<file path="src/rtl/arm_multicycle_ctrl.sv">
// Multicycle control unit: instruction-sequencing FSM, condition-code evaluation,
// NZCV flag storage and condition-gated architectural write enables.
module arm_multicycle_ctrl #(
    parameter int STATE_W = 4
) (
    input  logic               clk,
    input  logic               rst_n,
    input  logic [3:0]         Cond,
    input  logic [1:0]         Op,
    input  logic [5:0]         Funct,
    input  logic [3:0]         Rd,
    input  logic [3:0]         ALUFlags,
    output logic               PCWrite,
    output logic               MemWrite,
    output logic               RegWrite,
    output logic               IRWrite,
    output logic               AdrSrc,
    output logic               ALUSrcA,
    output logic [1:0]         ALUSrcB,
    output logic [1:0]         ResultSrc,
    output logic [1:0]         ALUControl,
    output logic [1:0]         ImmSrc,
    output logic [1:0]         RegSrc,
    output logic [STATE_W-1:0] state
);

    typedef enum logic [STATE_W-1:0] {
        FETCH  = 4'd0, DECODE = 4'd1, MEMADR = 4'd2, MEMRD  = 4'd3, MEMWB  = 4'd4,
        MEMWR  = 4'd5, EXECR  = 4'd6, EXECI  = 4'd7, ALUWB  = 4'd8, BRANCH = 4'd9
    } state_t;

    typedef struct packed {
        logic       nextpc;
        logic       branch;
        logic       regw;
        logic       memw;
        logic       irwrite;
        logic       adrsrc;
        logic       alusrca;
        logic [1:0] alusrcb;
        logic [1:0] resultsrc;
        logic       aluop;
    } ctrl_t;

    state_t     st;
    ctrl_t      ctrl;
    logic [3:0] nzcv;
    logic       condex;
    logic       pcs;
    logic [3:0] cmd;

    assign cmd = Funct[4:1];

    function automatic state_t next_of(input state_t s, input logic [1:0] op, input logic [5:0] funct);
        case (s)
            FETCH:  next_of = DECODE;
            DECODE: case (op)
                        2'b00:   next_of = funct[5] ? EXECI : EXECR;
                        2'b01:   next_of = MEMADR;
                        2'b10:   next_of = BRANCH;
                        default: next_of = FETCH;
                    endcase
            MEMADR: next_of = funct[0] ? MEMRD : MEMWR;
            MEMRD:  next_of = MEMWB;
            EXECR:  next_of = ALUWB;
            EXECI:  next_of = ALUWB;
            default: next_of = FETCH;
        endcase
    endfunction

    function automatic ctrl_t decode_state(input state_t s);
        ctrl_t c;
        c = '0;
        case (s)
            FETCH:  begin c.irwrite = 1'b1; c.nextpc = 1'b1; c.alusrca = 1'b1;
                          c.alusrcb = 2'b10; c.resultsrc = 2'b10; end
            DECODE: begin c.alusrca = 1'b1; c.alusrcb = 2'b10; c.resultsrc = 2'b10; end
            MEMADR: c.alusrcb = 2'b01;
            MEMRD:  c.adrsrc = 1'b1;
            MEMWB:  begin c.resultsrc = 2'b01; c.regw = 1'b1; end
            MEMWR:  begin c.adrsrc = 1'b1; c.memw = 1'b1; end
            EXECR:  c.aluop = 1'b1;
            EXECI:  begin c.alusrcb = 2'b01; c.aluop = 1'b1; end
            ALUWB:  c.regw = 1'b1;
            BRANCH: begin c.alusrcb = 2'b01; c.resultsrc = 2'b10; c.branch = 1'b1; end
            default: c = '0;
        endcase
        return c;
    endfunction

    // Control fields are registered alongside the state so they leave flops glitch-free.
    always_ff @(posedge clk) begin
        // NOTE: sequential state uses non-blocking assignments so every flop samples pre-edge values.
        if (!rst_n) begin
            st   <= FETCH;
            ctrl <= decode_state(FETCH);
            nzcv <= 4'b0000;
        end else begin
            st   <= next_of(st, Op, Funct);
            ctrl <= decode_state(next_of(st, Op, Funct));
            if (st == ALUWB && Op == 2'b00 && Funct[0] && condex) begin
                nzcv[3:2] <= ALUFlags[3:2];
                if (cmd == 4'b0100 || cmd == 4'b0010)
                    nzcv[1:0] <= ALUFlags[1:0];
            end
        end
    end

    always_comb begin
        condex = 1'b0;
        case (Cond)
            4'b0000: condex = nzcv[2];
            4'b0001: condex = !nzcv[2];
            4'b0010: condex = nzcv[1];
            4'b0011: condex = !nzcv[1];
            4'b0100: condex = nzcv[3];
            4'b0101: condex = !nzcv[3];
            4'b0110: condex = nzcv[0];
            4'b0111: condex = !nzcv[0];
            4'b1000: condex = nzcv[1] & !nzcv[2];
            4'b1001: condex = !nzcv[1] | nzcv[2];
            4'b1010: condex = (nzcv[3] == nzcv[0]);
            4'b1011: condex = (nzcv[3] != nzcv[0]);
            4'b1100: condex = !nzcv[2] & (nzcv[3] == nzcv[0]);
            4'b1101: condex = nzcv[2] | (nzcv[3] != nzcv[0]);
            4'b1110: condex = 1'b1;
            default: condex = 1'b0;
        endcase
    end

    always_comb begin
        ALUControl = 2'b00;
        if (rst_n && ctrl.aluop) begin
            case (cmd)
                4'b0010: ALUControl = 2'b01;
                4'b0000: ALUControl = 2'b10;
                4'b1100: ALUControl = 2'b11;
                default: ALUControl = 2'b00;
            endcase
        end
    end

    // rst_n gates the outputs combinationally so an aborted instruction cannot write
    // during the cycle in which reset is first seen.
    assign pcs       = ctrl.branch | (ctrl.regw & (Rd == 4'd15));
    assign PCWrite   = rst_n & (ctrl.nextpc | (pcs & condex));
    assign RegWrite  = rst_n & ctrl.regw & condex & (Rd != 4'd15);
    assign MemWrite  = rst_n & ctrl.memw & condex;
    assign IRWrite   = rst_n & ctrl.irwrite;
    assign AdrSrc    = rst_n ? ctrl.adrsrc    : 1'b0;
    assign ALUSrcA   = rst_n ? ctrl.alusrca   : 1'b1;
    assign ALUSrcB   = rst_n ? ctrl.alusrcb   : 2'b10;
    assign ResultSrc = rst_n ? ctrl.resultsrc : 2'b10;
    assign ImmSrc    = Op;
    assign RegSrc    = {Op == 2'b01, Op == 2'b10};
    assign state     = st;

endmodule

</file>
<file path="config.mk">
export PLATFORM = sky130hd
export DESIGN_NAME = arm_multicycle_ctrl
export DESIGN_NICKNAME = d
export VERILOG_FILES = /design/src/rtl/arm_multicycle_ctrl.sv
export SDC_FILE = /design/constraint.sdc
export NUM_CORES = 1
export LEC_CHECK = 0
export CORE_ASPECT_RATIO = 0.7
export CORE_MARGIN = 5
export CORE_UTILIZATION = 35
export CTS_BUF_LIST = sky130_fd_sc_hd__clkbuf_8 sky130_fd_sc_hd__clkbuf_16
export CTS_CLUSTER_SIZE = 25
export DETAILED_ROUTE_END_ITERATION = 7
export PLACE_DENSITY = 0.66
export SYNTH_ARGS = -nofsm -noshare
export SYNTH_HDL_FRONTEND = slang
export SYNTH_SLANG_ARGS = --single-unit
</file>
<file path="constraint.sdc">
create_clock -name clk -period 3.3 [get_ports clk]
set_input_delay 0.66 -clock clk [delete_from_list [all_inputs] [get_ports clk]]
set_output_delay 0.66 -clock clk [all_outputs]
set_load 0.02 [all_outputs]
</file>
[Word-level counts from Yosys, hierarchy flattened]
Index checks and enable logic that the tools add are counted.
Word-level totals
  output and inout port bits: 20
  ROM bits: 0
  memories: 0
  logic and storage cells: 108
  bits in registers: 19
  latch bits: 0
  bits in writable memories: 0
Cells by class
  multipliers: 0
  reduce and logical (&&, ||, !) cells: 22
  magnitude comparators: 0
  add/subtract/negate cells: 0
  shift operators: 0
  div/mod/pow operators: 0
  muxes and demuxes: 21
  bitwise operators: 15
  equal/unequal tests: 38
Operators by type and width (count)
  $eq 4x4->1 const B: 12
  $eq 4x3->1 const B: 11
  $eq 4x2->1 const B: 7
  $pmux 4 s5: 1
  $logic_not 4->1: 4
  $pmux 1 s15: 1
  $eq 4x1->1 const B: 3
  $pmux 4 s3: 1
  $and 1x1->1: 11
  $mux 1: 10
  $reduce_or 2->1: 5
  $pmux 2 s2: 2
  $mux 2: 3
  $pmux 2 s3: 1
  $reduce_or 3->1: 2
  $logic_and 1x1->1: 4
  $logic_not 1->1: 4
  $mux 4: 1
  $ne 4x4->1 const B: 1
  $or 1x1->1: 4
  $mux 3: 1
  $eq 2x1->1 const B: 1
  $eq 2x2->1 const B: 1
  $logic_not 2->1: 1
  other kinds (4): 4

[Longest topological paths before layout]
Gate-level depths: netlist of run 1.
  word-level depth: 7
  gate-level depth with buffers: 6

[Worst setup path before layout of run 1]
Ideal clock, no wire load.
  kind: input to output
  from: input port Cond[0]
  to: output port RegWrite
  data required time: 2.640 ns
  slack: 0.851 ns
  cell stages on the path: 6
  arrival time: 1.789 ns
  cells stage by stage: buf_4 xor2_1 a22oi_1 o32a_1 a31oi_1 and3b_1
Between the ends
  word-level cells in the longest chain between the ends: 4
RTL lines
  start: declaration: line 8  | input logic [3:0] Cond,
  $eq 4x4->1, or another cell as far along: line 111  | case (Cond)
  $pmux 1 s15 (*): line 111
  $and 1x1->1 (*) (2 in series): line 147  | assign RegWrite = rst_n & ctrl.regw & condex & (Rd != 4'd15);
  end: declaration: line 15  | output logic RegWrite,
Every way passes the cells marked *; elsewhere a longest branch is shown, timed or not.

[Worst setup path after layout of run 1]
  from: input port Cond[2]
  to: output port PCWrite
Between the ends
  word-level cells in the longest chain between the ends: 5
RTL lines
  $eq 4x4->1, or another cell as far along: line 111
  $pmux 1 s15 (*): line 111
  $and 1x1->1 (*): line 146  | assign PCWrite = rst_n & (ctrl.nextpc | (pcs & condex));
  $or 1x1->1 (*): line 146
  $and 1x1->1 (*): line 146
  end: declaration: line 13  | output logic PCWrite,
Marks and branches as above.

==> summary.txt, run 1 <==
Run status
  – Status: complete, no violations

Floorplanning
  – Area of the die: ~4300 sq um
  – # IOs: 42
  – # rows: 16
  – Die height: about 57 um
  – Core area: 2880 sq um
  – Die width: roughly 76 um
  – Effective utilization at floorplan: a little under two fifths

Routing
  – Via density: between 5 and 6
  – TritonRoute pass-1 iters: 4
  – Vias: 1115
  – Initial DRC Count: 64
  – DRC Markers: 0
  – Total wire length: 3130 um
  – WL per Instance: ~15 um
  – Antenna-violating nets left: 0

Clock tree
  – CTS Hold Bufs: 0
  – Clk_lat worst skew: between 200 and 300 ps
  – Clock sink count: 19
  – TritonCTS Buffers: 3
  – Longest Clk Path Bufs: 2
  – H-tree depth: 1
  – CTS root buf: clkbuf_8
  – CTS tree: built
  – Worst-path clk slew: 80 ps

Power
  – PnR Total Power: between 0.0005 and 0.0006 W
  – Pwr per Cell Area: around 360 nW/um^2
  – Seq pwr share: between 40% and 50%
  – Clock power frac: between 20 and 30%
  – Int Pwr: approximately 0.00042 W
  – Worst VDD drop: between 200 and 250 uV
  – Sw Share: about 29%
  – Leak Pwr: about 0.66 nW
  – Psw: ~0.00018 W
  – Comb pwr share: 28.6%

Synth
  – Synth top area cells: dfxtp_1 (35%), mux2i_1 (5.6%), nand2_1 (4.5%)
  – Synth cell types: 43
  – Post-synthesis instance total: 127
  – Cell Area, Synth: about 1100 sq um
  – Synth top area share: roughly a third
  – Ys Warns: 0
  – Seq/Total Area, Yosys: a little over a third
  – Synth area leader: dfxtp_1
  – Syn Area/Cell: approximately 8.5 sq um
  – Number of synthesized register bits: 19
  – Syn Nets: approximately 150

GRT
  – Initial antenna violation count: 0
  – First-pass GRT wire length: approximately 5400 um
  – Vias in the first global route: around 1200
  – Remaining Overflow, GRT: 0
  – Gr usage total: 15.1%
  – Largest net degree at the start of global routing: 13

Timing
  – Post-layout minimum cycle time: between 3000 and 4000 ps
  – Fin Hold WS: ~500 ps
  – Final Hold Violating Endpoints: 0
  – Endpoints failing setup: 0
  – Worst Max-Slew Pin Slew: approximately 460 ps
  – Worst Skew: 2.30 ps
  – Worst slew margin: 69.2%
  – Max Clk Rate: approximately 310 MHz
  – Max-slew violation count: 0
  – Crit share post-route: between 90% and 100%
  – RSZ-0062 raised after global routing: false
  – Setup TNS: 0 ps

Worst hold path
  – Worst hold path type: reg2reg

Cells and area
  – NumNets Final: about 200
  – Layout Cells excl Fill: about 220
  – Antenna Cells: 0
  – Layout Utilization: between 50% and 60%
  – P&R area growth vs syn: 52.2%
  – Layout cells sized above 1: 13.4%
  – # fillers: 269

Place
  – Post-DP HPWL: 2510 um
  – Final GP Congestion: between 0.8 and 0.9
  – Number of port buffers: 41
  – Inst Count DP: between 200 and 250

Critical path
  – CP required: 2640 ps
  – Crit-path cells: clkdlybuf4s50_1 > and2_4 > and3_1 > o311ai_2 > a31oi_1 > o21a_1 > dlygate4sd2_1
  – Worst setup SP type: input port
  – CP max FO: 4
  – Crit path kind: in2out
  – CP max-delay cell: clkdlybuf4s50_1
  – CP max stage delay: between 500 and 600 ps
  – Crit. End Element: output pin
  – Critical path data arrival time: approximately 2500 ps

Flow run
  – MaxCap Viol Count: 0
-- logic make-up after synthesis --
group                  synth area share (%)
XOR/XNOR                               3.24
buffers and inverters                  4.17
AO/OA/AOI/OAI                          15.4
AND/OR/NAND/NOR                        34.4
multiplexers                           7.64
flip-flops                             35.2
-- cells in the mapped netlist, drive strengths merged --
| master | n |
|---|---|
| inv | 4 |
| nand4 | 1 |
| or2 | 1 |
| and4 | 1 |
| nand4bb | 1 |
| nand2 | 13 |
| and3 | 3 |
| nor2 | 12 |
| and4b | 1 |
| dfxtp | 19 |
| nor4 | 1 |
| o221ai | 2 |
| and3b | 1 |
| mux2 | 2 |
| o21ai | 5 |
| o21a | 1 |
| clkbuf | 2 |
| nand2b | 5 |
| a311oi | 1 |
| or3 | 1 |
| a31oi | 3 |
| nand3b | 2 |
| o2bb2ai | 1 |
| a22oi | 1 |
| mux2i | 6 |
| and2 | 8 |
| o21bai | 1 |
| xnor2 | 1 |
| o311ai | 1 |
| nor4b | 1 |
| xor2 | 3 |
| nor3 | 5 |
| a21oi | 2 |
| buf | 3 |
| a21o | 2 |
| o32a | 1 |
| and4bb | 1 |
| a21boi | 1 |
| nor3b | 1 |
| nand3 | 1 |
| nor2b | 5 |
-- worst max-delay path, delay by kind of cell --
family	cells	cell delay, ps
buffers and inverters	2	830
AO/OA/AOI/OAI	3	670
AND/OR/NAND/NOR	2	380
-- what timing repair did --
item / in CTS / in global routing
cloned: 0 / 0
setup buffers: 0 / 0
gates resized for setup: 3 / 2
setup endpoints to repair: 3 / 3
-- stage by stage --
stage	setup slack [ps]	instance area (sq um)
after floorplan	851	1080
after global routing	5.67	1650
final	99.6	1650
after global placement	-151	1600
after CTS	44.8	1640
after detailed placement	-220	1600
-- routing by layer --
metal,part of all wire [%],wire [um],track usage (%),up-vias
li1,-,-,-,557
met1,46,1440,19.1,516
met2,46,1440,23.7,38
met3,6.9,217,6.23,4
met4,1.1,34,4.24,0
met5,0,0,0,-
-- worst paths after layout --
path | from | to | slack, ps | cells past startpoint
max reg2reg | nzcv[0] | nzcv[1] | 1350 | 6
max | Cond[2] | PCWrite | 100 | 7
min | nzcv[1] | nzcv[1] | 510 | 2
min reg2reg | nzcv[1] | nzcv[1] | 510 | 2
-- power by group through the flow --
| stage | registers, W | logic [W] | clock network [W] |
|---|---|---|---|
| after floorplan | 0.000264 | 0.0000819 | 0 |
| after global placement | 0.000262 | 0.000167 | 0 |
| after detailed placement | 0.000262 | 0.000171 | 0 |
| after CTS | 0.000257 | 0.000171 | 0.000175 |
| after global routing | 0.000259 | 0.000185 | 0.000184 |
| final | 0.000257 | 0.000170 | 0.000168 |
-- layout by cell type (no fill, tap or decap), types with 2 or more instances in the layout --
cell type / count
a21o_1: 2
a21oi_1: 2
a31oi_1: 3
and2_1: 7
and3_1: 3
buf_4: 12
clkbuf_8: 3
clkdlybuf4s50_1: 37
dfxtp_1: 19
dlygate4sd2_1: 2
inv_1: 4
mux2_2: 2
mux2i_1: 6
nand2_1: 13
nand2b_1: 5
nand3b_1: 2
nor2_1: 12
nor2b_1: 5
nor3_1: 5
o21ai_0: 3
o21ai_1: 2
o221ai_1: 2
xor2_1: 3
-- state kept, by name (all words and copies together), names as in the netlist --
register,flops
ctrl,11
nzcv,4
state,4
-- layout make-up --
| class | count | area (sq um) | share of cell area [%] |
|---|---|---|---|
| Clock buffer | 3 | 41.3 | 2.51 |
| Clock inverter | 1 | 7.51 | 0.456 |
| Inverter | 4 | 15.0 | 0.913 |
| Multi-Input combinational cell | 99 | 656 | 39.8 |
| Sequential cell | 19 | 380 | 23.1 |
| Tap cell | 36 | 45.0 | 2.74 |
| Timing Repair Buffer | 53 | 500 | 30.4 |
(Power assumes the default switching activity.)
==> run 2, diff against run 1 <==
--- a/config.mk
+++ b/config.mk
@@ -9,6 +9,7 @@
 export CORE_MARGIN = 5
 export CORE_UTILIZATION = 35
 export CTS_BUF_LIST = sky130_fd_sc_hd__clkbuf_8 sky130_fd_sc_hd__clkbuf_16
+export CTS_CLUSTER_DIAMETER = 80
 export CTS_CLUSTER_SIZE = 25
 export DETAILED_ROUTE_END_ITERATION = 7
 export PLACE_DENSITY = 0.66
==> results of run 2 <==
Same layout as run 1: the final DEF is identical, and so are final timing and power.
